==> config.mk <==
export PLATFORM = sky130hd
export DESIGN_NAME = fifo_sync_prog
export DESIGN_NICKNAME = d
export VERILOG_FILES = /design/src/rtl/fifo_pkg.sv /design/src/rtl/fifo_ram.sv /design/src/rtl/fifo_sync_prog.sv
export SDC_FILE = /design/constraint.sdc
export NUM_CORES = 1
export LEC_CHECK = 0
export CORE_MARGIN = 5
export CORE_UTILIZATION = 30
export DETAILED_ROUTE_END_ITERATION = 10
export DONT_BUFFER_PORTS = 1
export PLACE_DENSITY = 0.48
export SYNTH_ARGS = -nofsm -noshare
export SYNTH_HDL_FRONTEND = slang
export SYNTH_SLANG_ARGS = --single-unit
==> constraint.sdc <==
create_clock -name clk -period 3 [get_ports clk]
set_input_delay 0.45 -clock clk [delete_from_list [all_inputs] [get_ports clk]]
set_output_delay 0.45 -clock clk [all_outputs]
set_load 0.005 [all_outputs]
==> src/rtl/fifo_pkg.sv <==
// rtl/fifo_pkg.sv - shared defaults, width helper and status struct for fifo_sync_prog
package fifo_pkg;

    localparam int FIFO_WIDTH_DEF = 16;
    localparam int FIFO_DEPTH_DEF = 8;

    // Width that can hold every occupancy value 0..depth inclusive.
    function automatic int fifo_cw(input int depth);
        return $clog2(depth + 1);
    endfunction

    typedef struct packed {
        logic full;
        logic empty;
        logic almostfull;
        logic almostempty;
    } fifo_status_t;

endpackage

==> src/rtl/fifo_ram.sv <==
// rtl/fifo_ram.sv - DEPTH x WIDTH storage, synchronous write, asynchronous read
//  clk    : write clock
//  we     : write enable
//  waddr  : write address
//  wdata  : write data
//  raddr  : read address
//  rdata  : read data, combinational from raddr
module fifo_ram #(
    parameter int WIDTH = 16,
    parameter int DEPTH = 8,
    parameter int AW    = 3
) (
    input  logic             clk,
    input  logic             we,
    input  logic [AW-1:0]    waddr,
    input  logic [WIDTH-1:0] wdata,
    input  logic [AW-1:0]    raddr,
    output logic [WIDTH-1:0] rdata
);

    // Contents are deliberately not reset.
    logic [WIDTH-1:0] mem [DEPTH];

    always_ff @(posedge clk) begin
        if (we) begin
            mem[waddr] <= wdata;
        end
    end

    assign rdata = mem[raddr];

endmodule

==> src/rtl/fifo_sync_prog.sv <==
// rtl/fifo_sync_prog.sv - single-clock FIFO with programmable thresholds, flush and optional FWFT read
//  clk, rst_n             : clock, asynchronous active-low reset
//  flush                  : synchronous clear, dominates wr_en/rd_en
//  data_in, wr_en         : write side
//  rd_en, data_out        : read side (registered or first-word-fall-through)
//  af_thresh, ae_thresh   : almost-full / almost-empty thresholds
//  count                  : occupancy 0..FIFO_DEPTH
//  full, empty, almostfull, almostempty : combinational status
//  wr_ack, overflow, underflow          : registered one-cycle pulses
module fifo_sync_prog
    import fifo_pkg::*;
#(
    parameter int FIFO_WIDTH = FIFO_WIDTH_DEF,
    parameter int FIFO_DEPTH = FIFO_DEPTH_DEF,
    parameter int FWFT       = 0,
    localparam int CW        = fifo_cw(FIFO_DEPTH)
) (
    input  logic                  clk,
    input  logic                  rst_n,
    input  logic                  flush,
    input  logic [FIFO_WIDTH-1:0] data_in,
    input  logic                  wr_en,
    input  logic                  rd_en,
    input  logic [CW-1:0]         af_thresh,
    input  logic [CW-1:0]         ae_thresh,
    output logic [FIFO_WIDTH-1:0] data_out,
    output logic [CW-1:0]         count,
    output logic                  full,
    output logic                  empty,
    output logic                  almostfull,
    output logic                  almostempty,
    output logic                  wr_ack,
    output logic                  overflow,
    output logic                  underflow
);

    localparam int PW = (FIFO_DEPTH > 1) ? $clog2(FIFO_DEPTH) : 1;
    localparam logic [PW-1:0] LAST_PTR = PW'(FIFO_DEPTH - 1);

    logic [PW-1:0]         wr_ptr;
    logic [PW-1:0]         rd_ptr;
    logic [CW-1:0]         count_q;
    logic [FIFO_WIDTH-1:0] ram_rdata;
    logic                  wr_acc;
    logic                  rd_acc;
    fifo_status_t          status;

    always_comb begin
        status.full        = (count_q == CW'(FIFO_DEPTH));
        status.empty       = (count_q == '0);
        status.almostfull  = (count_q >= af_thresh);
        status.almostempty = (count_q <= ae_thresh);
    end

    // Gating on full/empty alone resolves the simultaneous cases:
    // full -> only the read goes through, empty -> only the write does.
    assign wr_acc = wr_en && !status.full  && !flush;
    assign rd_acc = rd_en && !status.empty && !flush;

    always_ff @(posedge clk or negedge rst_n) begin
        if (!rst_n) begin
            wr_ptr    <= '0;
            rd_ptr    <= '0;
            count_q   <= '0;
            wr_ack    <= 1'b0;
            overflow  <= 1'b0;
            underflow <= 1'b0;
        end else if (flush) begin
            wr_ptr    <= '0;
            rd_ptr    <= '0;
            count_q   <= '0;
            wr_ack    <= 1'b0;
            overflow  <= 1'b0;
            underflow <= 1'b0;
        end else begin
            // Explicit wrap so non-power-of-2 depths work.
            if (wr_acc) begin
                wr_ptr <= (wr_ptr == LAST_PTR) ? '0 : wr_ptr + 1'b1;
            end
            if (rd_acc) begin
                rd_ptr <= (rd_ptr == LAST_PTR) ? '0 : rd_ptr + 1'b1;
            end
            case ({wr_acc, rd_acc})
                2'b10:   count_q <= count_q + 1'b1;
                2'b01:   count_q <= count_q - 1'b1;
                default: count_q <= count_q;
            endcase
            wr_ack    <= wr_acc;
            overflow  <= wr_en && status.full;
            underflow <= rd_en && status.empty;
        end
    end

    fifo_ram #(
        .WIDTH (FIFO_WIDTH),
        .DEPTH (FIFO_DEPTH),
        .AW    (PW)
    ) u_ram (
        .clk   (clk),
        .we    (wr_acc),
        .waddr (wr_ptr),
        .wdata (data_in),
        .raddr (rd_ptr),
        .rdata (ram_rdata)
    );

    generate
        if (FWFT != 0) begin : g_fwft
            // Head word is meaningless while empty; drive zero so nothing
            // uninitialised from the RAM ever reaches the output.
            assign data_out = status.empty ? '0 : ram_rdata;
        end else begin : g_reg
            logic [FIFO_WIDTH-1:0] dout_q;
            always_ff @(posedge clk or negedge rst_n) begin
                if (!rst_n) begin
                    dout_q <= '0;
                end else if (rd_acc) begin
                    dout_q <= ram_rdata;
                end
            end
            assign data_out = dout_q;
        end
    endgenerate

    assign count       = count_q;
    assign full        = status.full;
    assign empty       = status.empty;
    assign almostfull  = status.almostfull;
    assign almostempty = status.almostempty;

endmodule

==> out/metrics.csv <==
stage,metric,value,unit
floorplanning,ios,56,
routing,drt_iter0_drc,178,
global_routing,grt_max_degree,35,
synthesis,synth-xor-area-share,0.00275,
setup_path,crit_buf_inv,0,
worst_hold_path,min_from,flush,
timing,setup_violations,0,
setup_path,reg2reg_to,count[2]$_DFFE_PN0P_,
timing,worst_slack,332,ps
routing,vias,3193,
pwr,internal_power,4.47,mW
pwr,switchingPower,1.64,mW
synthesis,synth_top_family_by_area,multiplexers,
cts,clockBufferDepth,2,
pwr,pwr-share-clk,0.358,
finish,fin_area,7390,um^2
synthesis,synth_warnings,0,
cts,cts_resized,0,
finish,nFillCells,2005,
setup_path,crit_cells,7,
placed_design,placed_area,6750,um^2
timing,fin_crit,2670,ps
finish,antennaDiodeCount,0,
routing,wire_per_inst,19.9,um
cts,clk_latency,420,ps
floorplanning,core_area,21000,um^2
synthesis,yosys.area_share.simple,0.0515,
setup_path,critical_path_class,reg -> reg,
timing,finalHoldViolCount,0,
routing,vias_per_cell,4.82,
floorplanning,dieArea,24200,um^2
synthesis,synth.mux.area_fraction,0.143,
finish,layout-drive-gt1-share,0.222,
synthesis,synth.distinct_cells,34,
pwr,comb_power_share,0.177,
timing,period_share,0.889,
setup_path,cp.required,3300,ps
global_routing,grt_usage,0.114,
finish,syn2layout_area_growth,16.0,%
finish,regArea,4570,um^2
placed_design,dpl.cell_count,628,
routing,drc_errors,0,
synthesis,syn_area,6370,um^2
setup_path,cp_max_fo,10,
routing,first_pass_iters,4,
floorplanning,die_y,156,um
synthesis,synth-compound-area-share,0.0371,
setup_path,crit_arrival,2970,ps
timing,finalClockSkew,7.19,ps
cts,clock_sinks,157,
timing,slew_violations,0,
floorplanning,rows,53,
setup_path,crit_end,count[2]$_DFFE_PN0P_,
finish,instances_no_fill,662,
timing,hold_ws,86.5,ps
worst_hold_path,min_path_cells,1,
cts,path_clk_slew,60,ps
setup_path,cp_slowest_cell,or4b_4,
setup_path,critPathLaunchType,flop,
placed_design,place_ws,355,ps
timing,grt_setup_unrepaired,no,
cts,htree_levels,4,
setup_path,crit_chain,or4b_4 > a2111oi_4 > xor2_1 > ha_1 > or3_1 > nand3_1 > a21oi_1,
setup_path,slowest_delay,640,ps
placed_design,gp_congestion,0.744,
synthesis,ys_seq_elements,157,
placed_design,port-buffer-count,0,
cts,cts_setup_buffers,0,
synthesis,syn-instance-count,359,
setup_path,reg2reg_depth,7,
setup_path,r2r_start,count[0]$_DFFE_PN0P_,
timing,fin_tns_setup,0,ps
worst_hold_path,hold_path_class,in -> reg,
cts,clockRootBuffer,clkbuf_16,
timing,max_clock_freq,375,MHz
synthesis,synthAdderAreaFrac,0.0275,
synthesis,ys_seq_area_frac,0.717,
outcome,status,"complete, no violations",
pwr,p_leak,2.49,nW
placed_design,hpwl,7840,um
timing,maxSlewHeadroom,0.381,
synthesis,syn-num-nets,402,
synthesis,synth_edf_count,128,
setup_path,critPathTopFamily,simple AND/OR/NAND/NOR gates,
setup_path,rrSetupSlack,330,ps
cts,numCtsBuffers,17,
pwr,p_seq_frac,0.464,
cts,holdBufCountCts,2,
global_routing,grt_pass1_wl,20300,um
routing,antenna_left,0,
timing,tightest_slew,928,ps
finish,multiInputGateArea,1680,um^2
routing,drt_wl_total,13200,um
global_routing,overflow,0,
cts,cts_tree,done,
floorplanning,die_w,156,um
floorplanning,start_util,0.304,
setup_path,cp-startpoint,count[0]$_DFFE_PN0P_,
global_routing,grt_pass1_vias,3443,
pwr,ir_drop,0.000426,V
run,max_cap_violations,0,
synthesis,synthArstFlopShare,0.185,
global_routing,antenna_found_initial,0,
synthesis,synth_flop_cell,edfxtp_1,
pwr,swShare,0.269,
finish,final_nets,417,
synthesis,avgSynthCellArea,17.7,um^2
pwr,powerDensity,827,nW/um^2
setup_path,endpoint_kind,flop,
==> kinds of logic after synthesis <==
family	after synthesis
flops	157
simple gates	68
xor+xnor	2
compound gates	37
fa+ha+maj	14
mux	51
buf+inv	30
==> through the flow <==
stage,total power [mW],utilization
2_1_floorplan,3.69,-
3_3_place_gp,3.97,0.322
3_5_place_dp,3.99,0.322
4_1_cts,6.22,0.353
5_1_grt,6.44,0.353
6_report,6.11,0.353
==> per-layer routing <==
layer	GRT usage	share of wire	vias to the layer above
li1	-	-	1434
met1	0.147	0.44	1673
met2	0.183	0.48	66
met3	0.0394	0.056	20
met4	0.0379	0.015	0
met5	0	0	-
==> Yosys cell counts (all sizes together) (2+ instances only) <==
master | count | area [um^2]
o21a | 2 | 15.0
edfxtp | 128 | 3840
nand2b | 6 | 37.5
nand2 | 10 | 37.5
buf | 7 | 46.3
inv | 11 | 41.3
o21ai | 4 | 20.0
mux2i | 19 | 190
nand4 | 3 | 18.8
nor2 | 31 | 116
ha | 14 | 175
clkbuf | 12 | 45.0
nor3 | 3 | 15.0
dfrtp | 29 | 726
nand3 | 5 | 25.0
a21oi | 24 | 120
a21o | 3 | 22.5
or3 | 4 | 25.0
mux4 | 32 | 721
==> how the worst min path moves through the flow <==
| stage | to | slack, ps |
|---|---|---|
| detailed placement | count[2]$_DFFE_PN0P_ | 160 |
| global route | count[2]$_DFFE_PN0P_ | 70 |
| finish | rd_ptr[0]$_DFFE_PN0P_ | 90 |
| global placement | count[2]$_DFFE_PN0P_ | 160 |
| floorplan | count[0]$_DFFE_PN0P_ | 150 |
| CTS | rd_ptr[0]$_DFFE_PN0P_ | 60 |
==> layout make-up <==
type	instances	share of cell area
Inverter	11	0.00559
Clock buffer	20	0.0605
Timing Repair Buffer	15	0.0190
Multi-Input combinational cell	172	0.227
Clock inverter	12	0.0220
Tap cell	275	0.0466
Sequential cell	157	0.619
==> placed cells by master, fill, tap and decap left out, drive strengths merged, types with 5 or more instances in the layout <==
master    n
nor2     31
buf      14
nand3     5
nand2    10
dfrtp    29
a21oi    24
mux4     32
clkbuf   20
ha       14
nand2b    6
mux2i    19
inv      13
edfxtp  128
clkinv    6
==> sequential cells by signal (all words and copies together) (netlist names) <==
register	flops
u_ram.mem	128
data_out	16
count	4
rd_ptr	3
wr_ptr	3
overflow	1
underflow	1
wr_ack	1
==> power by group through the flow <==
| stage | Clock, mW | Sequential (mW) | Combinational (mW) |
|---|---|---|---|
| final | 2.19 | 2.84 | 1.08 |
| after global routing | 2.33 | 2.89 | 1.22 |
| after CTS | 2.25 | 2.86 | 1.11 |
| after detailed placement | 0 | 2.90 | 1.09 |
| after global placement | 0 | 2.90 | 1.08 |
| after floorplan | 0 | 2.72 | 0.974 |
Note: power is estimated with default switching activity, not from simulation.
==> edit, RTL diff (config.mk and constraints unchanged) <==
Register the input `af_thresh` before use, without a reset. The logic sees it one clock later. The other inputs are not delayed to match.
--- a/src/rtl/fifo_sync_prog.sv
+++ b/src/rtl/fifo_sync_prog.sv
@@ -37,6 +37,12 @@
     localparam int PW = (FIFO_DEPTH > 1) ? $clog2(FIFO_DEPTH) : 1;
     localparam logic [PW-1:0] LAST_PTR = PW'(FIFO_DEPTH - 1);
 
+    logic [CW-1:0] af_thresh_q;
+
+    always_ff @(posedge clk) begin
+        af_thresh_q <= af_thresh;
+    end
+
     logic [PW-1:0]         wr_ptr;
     logic [PW-1:0]         rd_ptr;
     logic [CW-1:0]         count_q;
@@ -48,7 +54,7 @@
     always_comb begin
         status.full        = (count_q == CW'(FIFO_DEPTH));
         status.empty       = (count_q == '0);
-        status.almostfull  = (count_q >= af_thresh);
+        status.almostfull  = (count_q >= af_thresh_q);
         status.almostempty = (count_q <= ae_thresh);
     end
 
Check against the original RTL: not equivalent (Yosys sat finds a counterexample within 4 cycles, from zero or initial values and one cycle with rst_n low).
==> edit against the original RTL <==
  * Worst setup slack gained 0.021 ns
  * Combinational power is 6% higher
  * Clock skew increased by 0.0097 ns
  * Highest routed layer unchanged
  * Sequential share of layout area grew 0.92 points
  * Worst hold slack got worse by 0.026 ns
  * Maximum frequency up 0.80%
  * Final area increased by 0.25%
  * Synthesized area rose by 1.3%
  * Wire length rose by 2.5%
  * Critical path type unchanged
  * Power decreased by 1.5%
  * Sequential cell count is 4 higher
  * Largest power group unchanged
==> edit: results (changes against the original RTL) <==
status: "finished, final reports clean"
critPathMaxFanout: 10  # unchanged
cts.clk_slew.worst_paths_ns: 0.06  # about the same
pre_cts_ws_ns: 0.362  # +0.00704 ns
p_leak_nw: 2.50  # +0.42%
largest_register_ff_count: 128  # unchanged
min_path_type: "in -> reg"
async_flop_share_pct: 18.0  # -0.46 points
ant_nets: 0  # unchanged
regMostFlops: "u_ram.mem"
post-cts-setup-buffer-count: 0  # unchanged
fin_nets: 421  # +0.96%
cts_resized: 0  # unchanged
drive_above_1_share_pct: 22.5  # +0.28 points
synth_warnings: 0  # unchanged
n_fill_cell: 2015  # +0.50%
port_buffers: 0  # unchanged
dp_hpwl_mm: 7.99  # +2.0%
yosys-top-cells-count: "edfxtp_1 (128), mux4_2 (32), nor2_1 (31)"
detail_route.wl_per_cell_um: 20.3  # +1.9%
arrival_ns: 2.93  # -0.04 ns
worst_clock_skew_ns: 0.0169  # +0.00974 ns
clock_path_buffers: 2  # unchanged
drt-initial-drc-count: 262  # +47%
grt_pass1_vias: 3538  # +2.8%
ir_drop_mv: 0.395  # -7.3%
synth_edf_count: 128  # unchanged
grt_pass1_wl_mm: 21.0  # +3.3%
synth.distinct_cells: 35  # +2.9%
n_antenna_cell: 0  # unchanged
clkLatencyLatePin_ns: 0.43
gp_congestion: 0.753  # +1.2%
grt_use_total_pct: 11.7  # +0.31 points
yosysSeqAreaShare_pct: 72.1  # +0.35 points
cts_buffers: 17  # unchanged
drt-vias-per-instance: 4.80  # -0.41%
maxSlewHeadroom_pct: 37.5  # -0.64 points
antenna_found_initial: 0  # unchanged
htreeDepth: 4  # unchanged
grt_max_degree: 35  # unchanged
yosys-top-cells-area: "edfxtp_1 (60%), dfrtp_1 (11%), mux4_2 (11%)"
root_buffer: "clkbuf_16"
synth.net_count: 406  # +1.0%
edit: cell count changes after synthesis:
cell / before / now
dfxtp_1: 0 / 4
edit: metrics by stage:
step / cell area, um2 / cells / util, % / hold slack, ns
6_report: 7410 / 666 / 35.1 / 0.0606
3_3_place_gp: 6830 / 632 / 32.4 / 0.156
3_5_place_dp: 6830 / 632 / 32.4 / 0.156
2_1_floorplan: 6450 / 363 / - / 0.154
5_1_grt: 7410 / 666 / 35.1 / 0.0337
4_1_cts: 7410 / 666 / 35.1 / 0.0313
edit: final cells by class:
| cell class | count | share of cell area, % |
|---|---|---|
| Sequential cell | 161 | 62.8 |
| Timing Repair Buffer | 15 | 1.89 |
| Inverter | 11 | 0.558 |
| Tap cell | 275 | 4.65 |
| Multi-Input combinational cell | 172 | 22.7 |
| Clock buffer | 18 | 5.79 |
| Clock inverter | 14 | 1.61 |
edit: cell families after synthesis:
family	Yosys count	synth area share [%]
adder cells (fa/ha/maj)	14	2.72
multiplexers	51	14.1
AND/OR/NAND/NOR	68	5.08
XOR/XNOR	2	0.272
AO/OA/AOI/OAI	37	3.67
flip-flops	161	72.1
buffers and inverters	30	2.06
edit: final timing paths:
| check | start | endpoint | slack [ns] | depth (start not counted) |
|---|---|---|---|---|
| setup / recovery | count[0] | count[3] | 0.35 | 7 |
| hold / removal | af_thresh[0] | af_thresh_q[0] | 0.06 | 0 |
| setup reg to reg | count[0] | count[3] | 0.35 | 7 |
| hold reg to reg | data_out[11] | data_out[11] | 0.57 | 2 |
| max in group asynchronous | rst_n | rd_ptr[1] | 2.25 | 2 |
| min in group asynchronous | rst_n | data_out[3] | 0.55 | 2 |
edit: repair_timing:
action                                  CTS  global route
hold endpoints to repair                 29             0
endpoints found under the setup margin    0             0
hold buffers                              2             0
edit: critical path, cell delays in order (launching register included):
cell and delay [ns]:
dfrtp_1 0.51, or4b_4 0.64, a2111oi_4 0.52, ha_1 0.35
o21ai_0 0.14, a21oi_1 0.11, mux2i_1 0.14, nand4_1 0.10
edit: report_power, final:
group | total [mW] | leakage, nW | switching [mW] | internal, mW
logic | 1.14 | 0.691 | 0.568 | 0.573
registers | 2.88 | 1.54 | 0.256 | 2.62
clock network | 2.00 | 0.270 | 0.916 | 1.09
total | 6.02 | 2.50 | 1.74 | 4.28
edit: per-layer routing:
layer | routed length, um | up-vias | GRT usage (%) | part of all wire (%)
li1 | - | 1440 | - | -
met1 | 5830 | 1674 | 14.8 | 43
met2 | 6650 | 74 | 19.5 | 49
met3 | 914 | 11 | 3.71 | 6.8
met5 | 0 | - | 0 | 0
met4 | 129 | 0 | 3.64 | 0.95
